--- config.mk ---
export PLATFORM = sky130hd
export DESIGN_NAME = reg_file_wr_arbiter
export DESIGN_NICKNAME = d
export VERILOG_FILES = /design/src/rtl/reg_file_wr_arbiter.sv
export SDC_FILE = /design/constraint.sdc
export NUM_CORES = 1
export LEC_CHECK = 0
export CORE_MARGIN = 2
export CORE_UTILIZATION = 59
export CTS_BUF_LIST = sky130_fd_sc_hd__clkbuf_2 sky130_fd_sc_hd__clkbuf_4 sky130_fd_sc_hd__clkbuf_8
export DETAILED_ROUTE_END_ITERATION = 10
export DONT_BUFFER_PORTS = 1
export GPL_ROUTABILITY_DRIVEN = 0
export HOLD_SLACK_MARGIN = 0.03
export PLACE_DENSITY = 0.85
export SKIP_CTS_REPAIR_TIMING = 1
export SLEW_MARGIN = 20
export SYNTH_ARGS = -nofsm -noshare
export SYNTH_HDL_FRONTEND = slang
export SYNTH_SLANG_ARGS = --single-unit
--- constraint.sdc ---
create_clock -name clk -period 2.45 [get_ports clk]
set_input_delay 0.3675 -clock clk [delete_from_list [all_inputs] [get_ports clk]]
set_output_delay 0.3675 -clock clk [all_outputs]
set_load 0.03 [all_outputs]
--- src/rtl/reg_file_wr_arbiter.sv ---
// reg_file_wr_arbiter
//   Owns the single write port of reg_file. After reset it clears registers
//   1..(2^ADDR_WIDTH)-1 to zero, one per cycle. It then shares the write port
//   between two requesters using round-robin arbitration. The rf_* pins are
//   driven straight from registers, and no read port is touched.
//
// Ports
//   clk, rst                    clock and synchronous active-high reset
//   req0_valid/addr/data/ready  requester 0 write channel
//   req1_valid/addr/data/ready  requester 1 write channel
//   rf_wen/rf_waddr/rf_wdata    registered write pins to reg_file
//   init_done                   clear sweep finished, arbitration active
//   wr_count                    writes committed to reg_file (sweep excluded)
//   state_dbg                   current FSM state (0 = INIT, 1 = RUN)
//
// Handshake: a request is taken in the cycle where valid and ready are both
// high. ready is combinational from valid and is never high during the sweep
// or while rst is high. A requester holding valid without ready must keep
// addr/data stable. It may drop valid at any time without side effects.

module reg_file_wr_arbiter #(
    parameter int DATA_WIDTH = 32,
    parameter int ADDR_WIDTH = 5,
    parameter int CNT_WIDTH  = 16
) (
    input  logic                  clk,
    input  logic                  rst,
    input  logic                  req0_valid,
    input  logic [ADDR_WIDTH-1:0] req0_addr,
    input  logic [DATA_WIDTH-1:0] req0_data,
    output logic                  req0_ready,
    input  logic                  req1_valid,
    input  logic [ADDR_WIDTH-1:0] req1_addr,
    input  logic [DATA_WIDTH-1:0] req1_data,
    output logic                  req1_ready,
    output logic                  rf_wen,
    output logic [ADDR_WIDTH-1:0] rf_waddr,
    output logic [DATA_WIDTH-1:0] rf_wdata,
    output logic                  init_done,
    output logic [CNT_WIDTH-1:0]  wr_count,
    output logic                  state_dbg
);

    typedef enum logic {
        ST_INIT = 1'b0,
        ST_RUN  = 1'b1
    } state_t;

    // One bit wider than an address, so the sweep can count past the last
    // register. The terminal value marks the cycle that hands over to RUN.
    localparam logic [ADDR_WIDTH:0] SWEEP_END = {1'b1, {ADDR_WIDTH{1'b0}}};

    state_t                  state;
    state_t                  state_next;
    logic [ADDR_WIDTH:0]     sweep_cnt;
    // Index of the requester that wins the next tie. It is set to the loser
    // after every handshake, so the last winner never wins a tie twice in a
    // row. It starts at requester 0.
    logic                    rr_ptr;
    logic                    grant0;
    logic                    grant1;
    logic                    hs;
    logic [ADDR_WIDTH-1:0]   win_addr;
    logic [DATA_WIDTH-1:0]   win_data;

    always_comb begin
        state_next = state;
        grant0     = 1'b0;
        grant1     = 1'b0;
        case (state)
            ST_INIT: if (sweep_cnt == SWEEP_END) state_next = ST_RUN;
            ST_RUN:  state_next = ST_RUN;
            default: state_next = ST_INIT;
        endcase
        if (init_done && !rst) begin
            if (req0_valid && req1_valid) begin
                grant0 = ~rr_ptr;
                grant1 = rr_ptr;
            end else begin
                grant0 = req0_valid;
                grant1 = req1_valid;
            end
        end
    end

    assign req0_ready = grant0;
    assign req1_ready = grant1;
    assign hs         = grant0 | grant1;
    assign win_addr   = grant1 ? req1_addr : req0_addr;
    assign win_data   = grant1 ? req1_data : req0_data;
    assign state_dbg  = (state == ST_RUN);

    always_ff @(posedge clk) begin
        if (rst) begin
            state     <= ST_INIT;
            sweep_cnt <= {{ADDR_WIDTH{1'b0}}, 1'b1};
            rr_ptr    <= 1'b0;
            wr_count  <= '0;
            rf_wen    <= 1'b0;
            rf_waddr  <= '0;
            rf_wdata  <= '0;
            init_done <= 1'b0;
        end else begin
            state <= state_next;
            case (state)
                ST_INIT: begin
                    if (sweep_cnt == SWEEP_END) begin
                        rf_wen    <= 1'b0;
                        init_done <= 1'b1;
                    end else begin
                        rf_wen    <= 1'b1;
                        rf_waddr  <= sweep_cnt[ADDR_WIDTH-1:0];
                        rf_wdata  <= '0;
                        sweep_cnt <= sweep_cnt + 1'b1;
                    end
                end
                ST_RUN: begin
                    rf_wen <= 1'b0;
                    if (hs) begin
                        rr_ptr <= grant0;
                        // Register 0 is hard-wired: accept the request but
                        // issue no write, and leave the pins as they were.
                        if (win_addr != '0) begin
                            rf_wen   <= 1'b1;
                            rf_waddr <= win_addr;
                            rf_wdata <= win_data;
                            wr_count <= wr_count + 1'b1;
                        end
                    end
                end
                default: rf_wen <= 1'b0;
            endcase
        end
    end

endmodule

==> run_results.csv <==
group,metric,value,unit
run_status,status,"finished, final reports clean",
routing,vias,2821,
synthesis,synth_top_family_by_area,"simple AND/OR/NAND/NOR gates",
synthesis,syn_nets,448,
power,p_seq_share,48.8,%
power,power_density,571.4,nW/µm²
critical_path,crit_start,"sweep_cnt[0]",
sta,report.final.slew_viol_count,0,
cells_and_area,multi_input_area,2054,µm²
cells_and_area,syn_to_final_growth,8.381,%
place,io_buffers,0,
synthesis,synth_mux_area_share,22.53,%
place,hpwl,5607,µm
critical_path,critical_path_buf_inv_count,2,
clocking,clockBufferDepth,2,
cells_and_area,final_cells,444,
routing,avgRoutedWirePerCell,18.27,µm
clocking,worst_setup_hold_path_clk_slew,0.06,ns
synthesis,synth_seq_area_share,36.10,%
sta,finalHoldViolations,0,
floorplan,die_h,80.95,µm
routing,drt_wl_total,8113,µm
routing,vias_per_cell,6.354,
synthesis,yosysUniqueCellTypes,46,
routing,drtIter0Drc,234,
cells_and_area,finish.net_count,446,
synthesis,synth-simple-area-share,25.57,%
clocking,cts_tree,"yes",
global_route,antenna_found_initial,0,
floorplan,die_area,6552,µm²
sta,max_freq,0.4556,GHz
worst_hold_path,hold_start,"rst",
routing,drtPass1Iterations,4,
critical_path,crit_fanout,9,
sta,slew_headroom,41.19,%
cells_and_area,num-fill-cells,486,
critical_path,crit_type,"reg2reg",
synthesis,synth_fa_ha_area_share,1.074,%
global_route,grt_usage,23.83,%
synthesis,synth-xor-area-share,1.003,%
power,ir_drop,0.0003012,V
routing,ant_nets,0,
power,p_sw,0.0004390,W
power,switching_share,20.29,%
sta,fin_crit_sh,89.58,%
cells_and_area,final_util,65.10,%
global_route,grt_max_degree,81,
place,dp_cells,429,
power,pwr-share-clk,47.6,%
critical_path,crit_path_start_kind,"register",
critical_path,rr_startpoint,"sweep_cnt[0]",
synthesis,yosys_most_used_dff,"dfxtp_1",
synthesis,syn_inst,367,
synthesis,synth_compound_area_share,8.489,%
clocking,root_buffer,"clkbuf_8",
synthesis,synth_top_area_cell,"dfxtp_1",
critical_path,end_kind,"register",
floorplan,num_io_pins,136,
critical_path,cp_data_required_time,2.71,ns
global_route,overflow,0,
critical_path,cp_slowest_cell,"a31oi_4",
power,leakagePower,1.283,nW
sta,skew,0.008746,ns
sta,rsz0062_at_grt,"false",
sta,setup_viol_count_final,0,
floorplan,start_util,60.07,%
critical_path,critPathTopFamily,"compound AO/OA/AOI/OAI gates",
power,power_frac_comb,3.6,%
critical_path,crit_path_cell_trace,"inv_1 -> ha_1 -> nor4b_1 -> a21oi_1 -> a31oi_4 -> buf_4 -> mux2i_1",
synthesis,synthArstFlopShare,0,%
sta,fin_tns_setup,0,ns
synthesis,yosysMostFrequentCell,"dfxtp_1",
synthesis,synth_seq_cells,63,
floorplan,rows,28,
sta,min_period,2.195,ns
cells_and_area,antenna_cells,0,
worst_hold_path,hold_path_class,"in2reg",
routing,drc,0,
sta,worstMarginPinSlew,0.8803,ns
clocking,clkSinkCount,63,
power,internal-power,0.001725,W
synthesis,synth_warnings,0,
global_route,first_global_vias,2632,
synthesis,syn_area,3493,µm²
critical_path,cp.arrival,2.45,ns
synthesis,synth_common_cells,"63 x dfxtp_1, 58 x mux2i_1, 25 x nand3b_1",
synthesis,yosysTopAreaCellShare,36.10,%
clocking,clk_latency,0.34,ns
clocking,cts-htree-levels,3,
global_route,grt_first_pass_wirelength,12230,µm
job,max_cap_viol_count,0,
cells_and_area,layout-drive-gt1-share,14.91,%
floorplan,core-area,5816,µm²
cells_and_area,seq_area,1261,µm²
floorplan,die_w,80.95,µm
clocking,cts_made_buffers,9,
critical_path,crit_path_max_incr_delay,0.41,ns
synthesis,avgSynthCellArea,9.519,µm²
synthesis,synth-edff-count,0,
synthesis,yosys-top-cells-area,"dfxtp_1 36%, mux2i_1 17%, nand3b_1 5.4%",
per-stage QoR:
step / worst slack, ns / hold WS, ns / power, W / cell area [µm²]
floorplan: 0.3418 / 0.4801 / 0.001155 / 3493
global placement: 0.2847 / 0.4449 / 0.001153 / 3556
detailed placement: 0.2229 / 0.4480 / 0.001156 / 3556
CTS: 0.2216 / 0.09001 / 0.002183 / 3786
global route: 0.05986 / 0.09559 / 0.002238 / 3786
finish: 0.2553 / 0.1127 / 0.002164 / 3786
worst register-to-register path: stages, from the launching register on:
cell and delay (ns):
dfxtp_1 0.37, inv_1 0.08, ha_1 0.13, nor4b_1 0.40
a21oi_1 0.28, a31oi_4 0.41, buf_4 0.25, mux2i_1 0.21
state kept, by name, indices dropped and copies added (netlist names):
name	cells
wr_count	16
sweep_cnt	6
rf_waddr	5
state_dbg	1
rf_wen	1
rf_wdata	32
rr_ptr	1
init_done	1
layer usage:
metal / wire length [µm] / track usage (%) / share of wire, %
met5: 0 / 0 / 0
met4: 209 / 12.54 / 2.6
met3: 525 / 7.000 / 6.5
met2: 4107 / 38.18 / 51
met1: 3270 / 28.89 / 40
cells in the final DEF, fill, tap and decap left out, types with 3 or more instances in the layout:
cell type	instances
a21oi_1	14
a311o_1	5
and2_1	4
and3_1	3
and4_1	5
buf_4	17
clkbuf_8	12
dfxtp_1	63
ha_1	3
inv_1	4
mux2_2	12
mux2_4	4
mux2i_1	58
nand2_1	5
nand2b_1	12
nand3_1	18
nand3b_1	25
nand4_1	12
nor2_1	19
nor2b_1	20
nor4_1	12
o21ai_0	14
xor2_1	3
layout make-up:
class	instances	area share, %
multi-input combinational	269	54.26
sequential	63	33.31
clock buffer	12	4.362
timing repair buffer	17	3.371
tap	75	2.479
clock inverter	3	1.718
inverter	5	0.4957
power by group through the flow:
stage          Sequential, W  Combinational (W)  Clock (W)
4_1_cts              0.00106          0.0000778    0.00105
2_1_floorplan        0.00108          0.0000785          0
5_1_grt              0.00106          0.0000879    0.00109
3_3_place_gp         0.00108          0.0000749          0
3_5_place_dp         0.00108          0.0000774          0
6_report             0.00106          0.0000774    0.00103
kinds of logic after synthesis:
| group | count (synthesis) |
|---|---|
| AOI/OAI and AO/OA | 42 |
| xor gates and xnor gates | 4 |
| adders and majority gates | 3 |
| buffers and inverters | 35 |
| DFF | 63 |
| muxes | 75 |
| and+or+nand+nor | 145 |
worst paths after layout:
kind | end | slack, ns | cells after the start
max | rf_waddr[0] | 0.26 | 7
min | wr_count[0] | 0.11 | 1
max reg2reg | rf_waddr[0] | 0.26 | 7
min reg2reg | sweep_cnt[1] | 0.53 | 2
No activity file was read; power rests on OpenSTA's default activity.
